$ cat config.mk
export PLATFORM = sky130hd
export DESIGN_NAME = qos_vc_arbiter
export DESIGN_NICKNAME = d
export VERILOG_FILES = /design/src/rtl/qos_vc_arbiter.sv
export SDC_FILE = /design/constraint.sdc
export NUM_CORES = 1
export LEC_CHECK = 0
export BUFFER_PORTS_ARGS = -buffer_cell sky130_fd_sc_hd__clkbuf_2
export CORE_MARGIN = 8
export CORE_UTILIZATION = 45
export CTS_BUF_LIST = sky130_fd_sc_hd__clkbuf_4
export DETAILED_ROUTE_END_ITERATION = 12
export PLACE_DENSITY = 0.77
export SLEW_MARGIN = 20
export SYNTH_ARGS = -nofsm -noshare
export SYNTH_HDL_FRONTEND = slang
export SYNTH_SLANG_ARGS = --single-unit
$ cat constraint.sdc
create_clock -name clk -period 6 [get_ports clk]
set_input_delay 0.9 -clock clk [delete_from_list [all_inputs] [get_ports clk]]
set_output_delay 0.9 -clock clk [all_outputs]
set_load 0.05 [all_outputs]
$ cat src/rtl/qos_vc_arbiter.sv
`default_nettype none
// ============================================================================
// qos_vc_arbiter : burst-limited class-FIFO arbiter feeding one egress FIFO.
// Macro QOS_ARB_RR_EN selects round-robin, else fixed priority.  Rev 1.0
// ============================================================================
module qos_vc_arbiter #(
   parameter int BW     = 6,
   parameter int NUM_VC = 4,
   parameter int BURST  = 2
) (
   input  logic                 clk,
   input  logic                 reset_L,
   input  logic [NUM_VC-1:0]    vc_empty,
   input  logic [NUM_VC*BW-1:0] vc_data,
   output logic [NUM_VC-1:0]    vc_pop,
   input  logic                 egr_almost_full,
   output logic                 egr_push,
   output logic [BW-1:0]        egr_data,
   output logic [2:0]           egr_vc,
   output logic [1:0]           state_o
);

   typedef enum logic [1:0] {
      IDLE    = 2'd0,
      SERVE   = 2'd1,
      HOLD    = 2'd2,
      ILLEGAL = 2'd3
   } state_t;

   localparam logic [3:0] BURST_C = 4'(BURST);
   localparam logic [2:0] LAST_VC = 3'(NUM_VC - 1);

   state_t              state;
   logic [3:0]          burst_cnt;
   logic [2:0]          prev_vc;
`ifdef QOS_ARB_RR_EN
   logic [2:0]          ptr;
`endif

   logic [NUM_VC-1:0]   req, prev_oh, mask, cand, grant;
   logic [2:0]          grant_idx;
   logic                grant_vld, allow;
   logic [BW-1:0]       sel_data;

   assign req   = ~vc_empty;
   assign allow = (state != HOLD) && !egr_almost_full && (req != '0);

   always_comb begin
      prev_oh = '0;
      for (int i = 0; i < NUM_VC; i++)
         prev_oh[i] = (prev_vc == 3'(i));
   end

   // The class that hit its burst yields only if someone else is waiting.
   always_comb begin
      mask = '0;
      if (burst_cnt >= BURST_C && (req & ~prev_oh) != '0)
         mask = prev_oh;
   end

   always_comb begin
`ifdef QOS_ARB_RR_EN
      int idx;
      idx = 0;
`endif
      cand      = req & ~mask;
      grant_idx = '0;
      grant_vld = 1'b0;
`ifdef QOS_ARB_RR_EN
      for (int k = 1; k <= NUM_VC; k++) begin
         idx = (int'(ptr) + k) % NUM_VC;
         for (int i = 0; i < NUM_VC; i++) begin
            if (!grant_vld && i == idx && cand[i]) begin
               grant_vld = 1'b1;
               grant_idx = 3'(i);
            end
         end
      end
`else
      for (int i = 0; i < NUM_VC; i++) begin
         if (!grant_vld && cand[i]) begin
            grant_vld = 1'b1;
            grant_idx = 3'(i);
         end
      end
`endif
      if (!allow)
         grant_vld = 1'b0;
   end

   always_comb begin
      grant    = '0;
      sel_data = '0;
      for (int i = 0; i < NUM_VC; i++) begin
         grant[i] = grant_vld && (grant_idx == 3'(i));
         if (grant[i])
            sel_data = vc_data[i*BW +: BW];
      end
   end

   assign vc_pop  = reset_L ? grant : '0;
   assign state_o = state;

   always_ff @(posedge clk or negedge reset_L) begin
      if (!reset_L) begin
         state     <= IDLE;
         egr_push  <= 1'b0;
         egr_data  <= '0;
         egr_vc    <= '0;
         burst_cnt <= '0;
         prev_vc   <= LAST_VC;
`ifdef QOS_ARB_RR_EN
         ptr       <= LAST_VC;
`endif
      end else begin
         egr_push <= grant_vld;
         if (grant_vld) begin
            egr_data  <= sel_data;
            egr_vc    <= grant_idx;
            burst_cnt <= (grant_idx != prev_vc) ? 4'd1 :
                         (burst_cnt >= BURST_C) ? BURST_C : burst_cnt + 4'd1;
            prev_vc   <= grant_idx;
`ifdef QOS_ARB_RR_EN
            ptr       <= grant_idx;
`endif
         end
         case (state)
            IDLE: begin
               if (egr_almost_full)  state <= HOLD;
               else if (req != '0)   state <= SERVE;
            end
            SERVE: begin
               if (egr_almost_full)  state <= HOLD;
               else if (req == '0)   state <= IDLE;
            end
            HOLD: begin
               if (!egr_almost_full) state <= (req != '0) ? SERVE : IDLE;
            end
            default:                 state <= IDLE;
         endcase
      end
   end

endmodule
`default_nettype wire

==> results of run 1 <==
[Yosys cell counts, drive strengths merged, types with 2 or more instances]
master,count
a31oi,2
dfstp,2
and2,6
o32a,2
dfrtp,15
clkbuf,5
ha,2
a21oi,9
a221o,6
and3,4
a22oi,7
or3,2
nand2,9
buf,3
nor2,7
inv,3
[kinds of logic after synthesis]
logic type	count (synthesis)	synth area share, %
compound gates	39	30.8
simple gates	34	19.4
flops	17	41.0
buf+inv	11	5.15
fa+ha+maj	2	2.39
mux	1	0.958
other cells	1	0.359
[area by class of cell]
type | instances | area (µm²)
Timing Repair Buffer | 45 | 225
Multi-Input combinational cell | 77 | 563
Clock buffer | 3 | 22.5
Sequential cell | 17 | 428
Inverter | 3 | 11.3
Clock inverter | 1 | 5.00
Fill cell | 213 | 922
Tap cell | 28 | 35.0
[where the power goes]
group / internal [mW] / leakage [nW] / switching, mW
Clock: 0.0248 / 0.0177 / 0.0367
Sequential: 0.144 / 0.209 / 0.0262
Combinational: 0.0710 / 0.402 / 0.142
[metal layers]
layer	wire length, µm	global-route usage, %
met1	1070	13.8
met2	1590	26.5
met3	211	6.10
met4	30	5.72
met5	0	0
[path summary, 6_finish.rpt]
path	start	slack, ps	to	cells past startpoint
setup / recovery	burst_cnt[1]	2290	vc_pop[1]	6
hold / removal	state_o[0]	500	state_o[0]	1
setup reg to reg	burst_cnt[1]	3280	burst_cnt[2]	7
hold reg to reg	state_o[0]	500	state_o[0]	1
max in group asynchronous	reset_L	5100	prev_vc[1]	1
min in group asynchronous	reset_L	530	egr_data[0]	1
[cell usage in the layout (no fill, tap or decap), types with 2 or more instances in the layout]
cell type and instances:
a21oi_1 8, a221o_1 6, a22oi_1 7, and2_1 6
and3_1 3, clkbuf_2 45, clkbuf_4 3, dfrtp_1 15
dfstp_2 2, ha_1 2, inv_1 3, nand2_1 9
nor2_1 7, o32a_1 2, or3_1 2
[through the flow]
| stage | setup WS [ps] | area (µm²) | hold WS (ps) |
|---|---|---|---|
| final | 2290 | 1290 | 502 |
| after detailed placement | 2410 | 1260 | 493 |
| after global placement | 2490 | 1260 | 482 |
| after global routing | 2010 | 1290 | 546 |
| after floorplan | 2390 | 1040 | 498 |
| after CTS | 2300 | 1290 | 511 |
[worst register-to-register path, cell delays in order, from the launching register on]
cell and delay, ps:
dfrtp_1 450, ha_1 230, nor4_2 450, o31ai_1 140, a21oi_1 720, o21ai_0 250
a21oi_2 220, a32o_1 190
[registers in the layout, summed over array words and instances (netlist names)]
signal	flops
egr_vc	2
prev_vc	2
burst_cnt	4
egr_data	6
state_o	2
egr_push	1
==> key figures, run 1 <==
Timing
  – Worst Skew: 15.6 ps
  – Final setup violation count: 0
  – Peak Freq: 269 MHz
  – Final Cycle Share: 61.9%
  – Max-slew violations: 0
  – Rel. slew slack: 41.9%
  – Fin crit period: 3710 ps
  – Setup TNS: 0 ps
  – Final hold violations: 0
  – RSZ-0062 raised after global routing: no
  – Slew @ Worst Pin: 872 ps

Logic synthesis
  – Distinct cells, synth: 43
  – Avg Cell Area, Syn: 9.95 µm²
  – Area contributors post-synth: dfrtp_1, a221o_1, a22oi_1, dfstp_2, a21oi_1
  – Synth Register Bits: 17
  – Mapped Cells: between 100 and 150
  – Ys Warns: 0
  – Syn Std Cell Area: 1040 µm²
  – Post-synthesis async set-or-reset flop share: 100%
  – Post-synth EDFFs: 0
  – Post-synth top area cell: dfrtp_1
  – Top_reg_cell synth: dfrtp_1
  – Post-Syn Nets: 138
  – Post-synthesis sequential area ratio: 41.0%
  – Post-synth top area share: 35.9%

Global route
  – Largest net degree at the start of global routing: 22
  – First-pass GRT wire length: 4890 µm
  – Gr ovfl total: 0
  – Total Routing Usage GR: between 10% and 20%
  – Vias in the first global route: 1142
  – Initial antenna violation count: 0

Route
  – Via/cell ratio: 5.81
  – Iteration-0 DRC Markers: roughly 50
  – WL per Instance: 16.7 µm
  – Vias: 1011
  – First-pass iteration count of the detailed router: 4
  – Final wirelength: 2900 µm
  – ANT nets after route: 0
  – Drt drc: 0

Finish
  – Layout overhead on the synthesized area: 23.5%
  – Share of layout cells above drive strength 1: roughly 41%
  – Util after Layout: around three fifths
  – Ant diodes: 0
  – Final cell count without fillers: roughly 170
  – Layout Nets: 180

Die
  – Initial Utilization: between 40% and 50%
  – Vert. Die Dim: 64.2 µm
  – Die width: 64.2 µm
  – IO Count: between 40 and 50
  – Die Footprint: 4120 µm²
  – Row Count: 17
  – CORE AREA: 2210 µm²

Clock tree
  – Post-CTS setup buffers: 0
  – Clk buf depth: 2
  – TritonCTS Sinks: 17
  – CTS tree: done
  – Worst skew pair latency: 290 ps
  – CTS root buf: clkbuf_4
  – CTS resizes: 0
  – TritonCTS buffer count: 3
  – H-tree depth: 1
  – Hold buffers post-CTS: 0
  – Clock Pin Slew Worst Setup and Hold Paths: 110 ps

Critical path
  – Req. time, crit path: 5100 ps
  – Worst Path Arrival: approximately 2800 ps
  – Critical Path Fanout Max: 11
  – Crit Path Class: reg2out
  – Crit-path max cell delay: 720 ps
  – WP buf/inv: 1
  – CP delay by family, top: compound AO/OA/AOI/OAI gates
  – Crit start category: flop
  – Crit. End Element: output pin
  – Slowest CP cell: a21oi_1
  – Crit-path cells: ha_1, nor4_2, o31ai_1, a21oi_1, and3_1, clkbuf_2

Placed design
  – Cell count after placement: 170
  – Placer Congestion: 0.806
  – Final HPWL DP: 2250 µm
  – Number of port buffers: 45

Power and ir drop
  – VDD IR max: between 0.2 and 0.25 mV
  – Total power: 0.445 mW
  – P_leak: 0.629 nW
  – Pwr dens: about 340 nW/µm²

Job
  – Max Cap Viol: 0

Outcome
  – Run status: finished, final reports clean

Hold path
  – Min-delay worst type: reg2reg
Note: power is estimated with default switching activity, not from simulation.
==> inputs of run 2 (changes only) <==
Settings changed: CORE_UTILIZATION 45 to 43.
Clock period 6 ns to 3.1 ns, I/O delays scaled along.
==> run 2 against run 1 <==
  * Global-route usage decreased by 1.6 points
  * Sequential share of layout area fell by 3.3 points
  * Core utilization grew 1.8 points
  * Clock skew shrank 4.4 ps
  * Non-clock buffer count rose by 10
  * Combinational power grew 140%
  * Critical path type unchanged
  * Largest power group unchanged
  * Highest routed layer unchanged
==> key figures, run 2 (synthesis gave the netlist of run 1 again) <==
Timing
  – Fin crit period: 3070 ps
  – Rel. slew slack: 30.0% (was 41.9%)
  – Final Cycle Share: 99.1%
  – Worst Skew: 11.2 ps (was 15.6 ps)
  – Slew @ Worst Pin: 1020 ps (was 872 ps)
  – Final setup violation count: 0 (unchanged)
  – Peak Freq: 326 MHz
  – Max-slew violations: 0 (unchanged)
  – Setup TNS: 0 ps (unchanged)
  – Final hold violations: 0 (unchanged)
  – RSZ-0062 raised after global routing: yes (was no)

Die
  – IO Count: 47 (unchanged)
  – Row Count: 18 (was 17)
  – Initial Utilization: 43.8% (was 47.2%)
  – Die Footprint: 4260 µm² (was 4120 µm²)
  – Vert. Die Dim: 65.3 µm (was 64.2 µm)
  – Die width: 65.3 µm (was 64.2 µm)
  – CORE AREA: 2390 µm² (was 2210 µm²)

Finish
  – Largest registers: egr_data (6), burst_cnt (4) (unchanged)
  – Leading cell type in the layout, fill and taps excluded: clkbuf_2 (unchanged)
  – Most frequent cells in the layout: clkbuf_2, dfrtp_1, buf_4 (was clkbuf_2, dfrtp_1, nand2_1)
  – Biggest register: egr_data (unchanged)
  – Ant diodes: 0 (unchanged)
  – Finished Cell Area: 1440 µm² (was 1290 µm²)
  – Layout overhead on the synthesized area: 37.4% (was 23.5%)
  – Max reg flops: 6 (unchanged)
  – Filler cell count in the final layout: 212 (was 213)
  – Final cell count without fillers: 186 (was 174)
  – Layout Nets: 190 (was 180)
  – Share of layout cells above drive strength 1: 48.7% (was 41.1%)

Critical path
  – Crit. End Element: output pin (unchanged)
  – R2R cell count: 10 (was 7)
  – Crit-path cells: inv_2, ha_4, or4_4, a41oi_4, nor2_2, and2_4, nand2b_4, nor4b_4, clkbuf_8 (was ha_1, nor4_2, o31ai_1, a21oi_1, and3_1, clkbuf_2)
  – Number of cells on the critical path: 9 (was 6)
  – Crit Path Class: reg2out (unchanged)
  – Crit-path max cell delay: 530 ps (was 720 ps)
  – Worst Path Arrival: 2610 ps (was 2810 ps)
  – Req. time, crit path: 2630 ps (was 5100 ps)
  – Slowest CP cell: or4_4 (was a21oi_1)
  – WP buf/inv: 2 (was 1)
  – Crit start category: flop (unchanged)
  – CP delay by family, top: simple AND/OR/NAND/NOR gates (was compound AO/OA/AOI/OAI gates)
  – Critical Path Fanout Max: 3 (was 11)

Global route
  – Largest net degree at the start of global routing: 22 (unchanged)
  – Gr ovfl total: 0 (unchanged)
  – Total Routing Usage GR: 12.8% (was 14.4%)
  – Vias in the first global route: 1030 (was 1142)
  – Met2 usage: 22.4% (was 26.5%)
  – Met3 usage: 2.89% (was 6.10%)
  – First-pass GRT wire length: 4430 µm (was 4890 µm)
  – Initial antenna violation count: 0 (unchanged)
  – Grt peak-use layer: met2 (unchanged)
  – GR Layer Usage met1: 13.9% (was 13.8%)

Clock tree
  – TritonCTS Sinks: 17 (unchanged)
  – Clock Pin Slew Worst Setup and Hold Paths: 110 ps (about the same)
  – Clk buf depth: 2 (unchanged)
  – Worst skew pair latency: 300 ps (was 290 ps)
  – CTS tree: done (unchanged)
  – Hold buffers post-CTS: 0 (unchanged)
  – TritonCTS buffer count: 3 (unchanged)
  – H-tree depth: 1 (unchanged)
  – CTS root buf: clkbuf_4 (unchanged)

Placed design
  – Placer Congestion: 0.874 (was 0.806)
  – Area after DPL: 1300 µm² (was 1260 µm²)
  – Cell count after placement: 175 (was 170)
  – Number of port buffers: 45 (unchanged)
  – Final HPWL DP: 2280 µm (was 2250 µm)

Route
  – Final wirelength: 3050 µm (was 2900 µm)
  – Drt drc: 0 (unchanged)
  – First-pass iteration count of the detailed router: 4 (unchanged)
  – WL per Instance: 16.4 µm (was 16.7 µm)
  – Iteration-0 DRC Markers: 64 (was 51)
  – Vias: 1070 (was 1011)
  – ANT nets after route: 0 (unchanged)
  – Via/cell ratio: 5.75 (was 5.81)

Power and ir drop
  – P_leak: 0.682 nW (was 0.629 nW)
  – Total power: 0.965 mW (was 0.445 mW)
  – Pwr dens: 673 nW/µm² (was 345 nW/µm²)
  – VDD IR max: 0.542 mV (was 0.209 mV)

Job
  – Max Cap Viol: 0 (unchanged)

Hold path
  – Min-delay worst type: in2async (was reg2reg)

Outcome
  – Run status: finished, final reports clean (unchanged)
-- run 2: cell types whose count changed in the layout (fill, tap and decap cells not counted), moves of 2 or more --
cell | previous run | this run
clkbuf_8 | 0 | 2
inv_1 | 3 | 1
inv_2 | 0 | 2
buf_4 | 0 | 10
clkbuf_2 | 45 | 43
-- run 2: worst reg2reg max path, cell delays in order (launching register included) --
cell and delay [ps]:
dfrtp_1 410, inv_2 90, ha_4 130, buf_4 100, nor4_2 40, buf_4 160, a2111oi_0 870, nor3_1 290
a22oi_1 240, a21oi_1 100, a221o_1 280
-- run 2: final timing paths --
check	startpoint	to	slack, ps
setup / recovery	burst_cnt[0]	vc_pop[0]	30
hold / removal	reset_L	burst_cnt[0]	100
setup reg to reg	burst_cnt[0]	egr_data[0]	270
hold reg to reg	state_o[0]	state_o[0]	510
max in group asynchronous	reset_L	prev_vc[0]	2660
min in group clk	egr_almost_full	state_o[0]	360
-- run 2: through the flow --
step           util (%)  hold slack (ps)  setup WS (ps)
5_1_grt            60.1              109          -54.2
6_report           60.1             99.4           28.8
3_5_place_dp       54.3              442            276
4_1_cts            56.3              108           3.22
2_1_floorplan         -              169            240
3_3_place_gp       54.3              431            317
-- run 2: cell type report --
class / count / area, µm² / share of cell area (%)
Tap cell: 30 / 37.5 / 2.62
Timing Repair Buffer: 55 / 318 / 22.1
Multi-Input combinational cell: 77 / 609 / 42.5
Clock inverter: 1 / 7.51 / 0.523
Inverter: 3 / 11.3 / 0.785
Sequential cell: 17 / 429 / 29.9
Clock buffer: 3 / 22.5 / 1.57
-- run 2: power by group --
| group | leakage (nW) | internal (mW) | switching (mW) |
|---|---|---|---|
| registers | 0.208 | 0.281 | 0.0546 |
| logic | 0.460 | 0.196 | 0.312 |
| clock network | 0.0139 | 0.0492 | 0.0723 |
-- run 2: routing by layer --
layer,vias up,part of all wire [%]
li1,505,-
met1,534,40
met2,29,55
met3,2,4.5
met4,0,0.95
met5,-,0
-- run 2: what timing repair did --
item	CTS	global route
endpoints found under the setup margin	2	2
gates resized for setup	5	8
buffers inserted	0	7
pin swaps	0	5
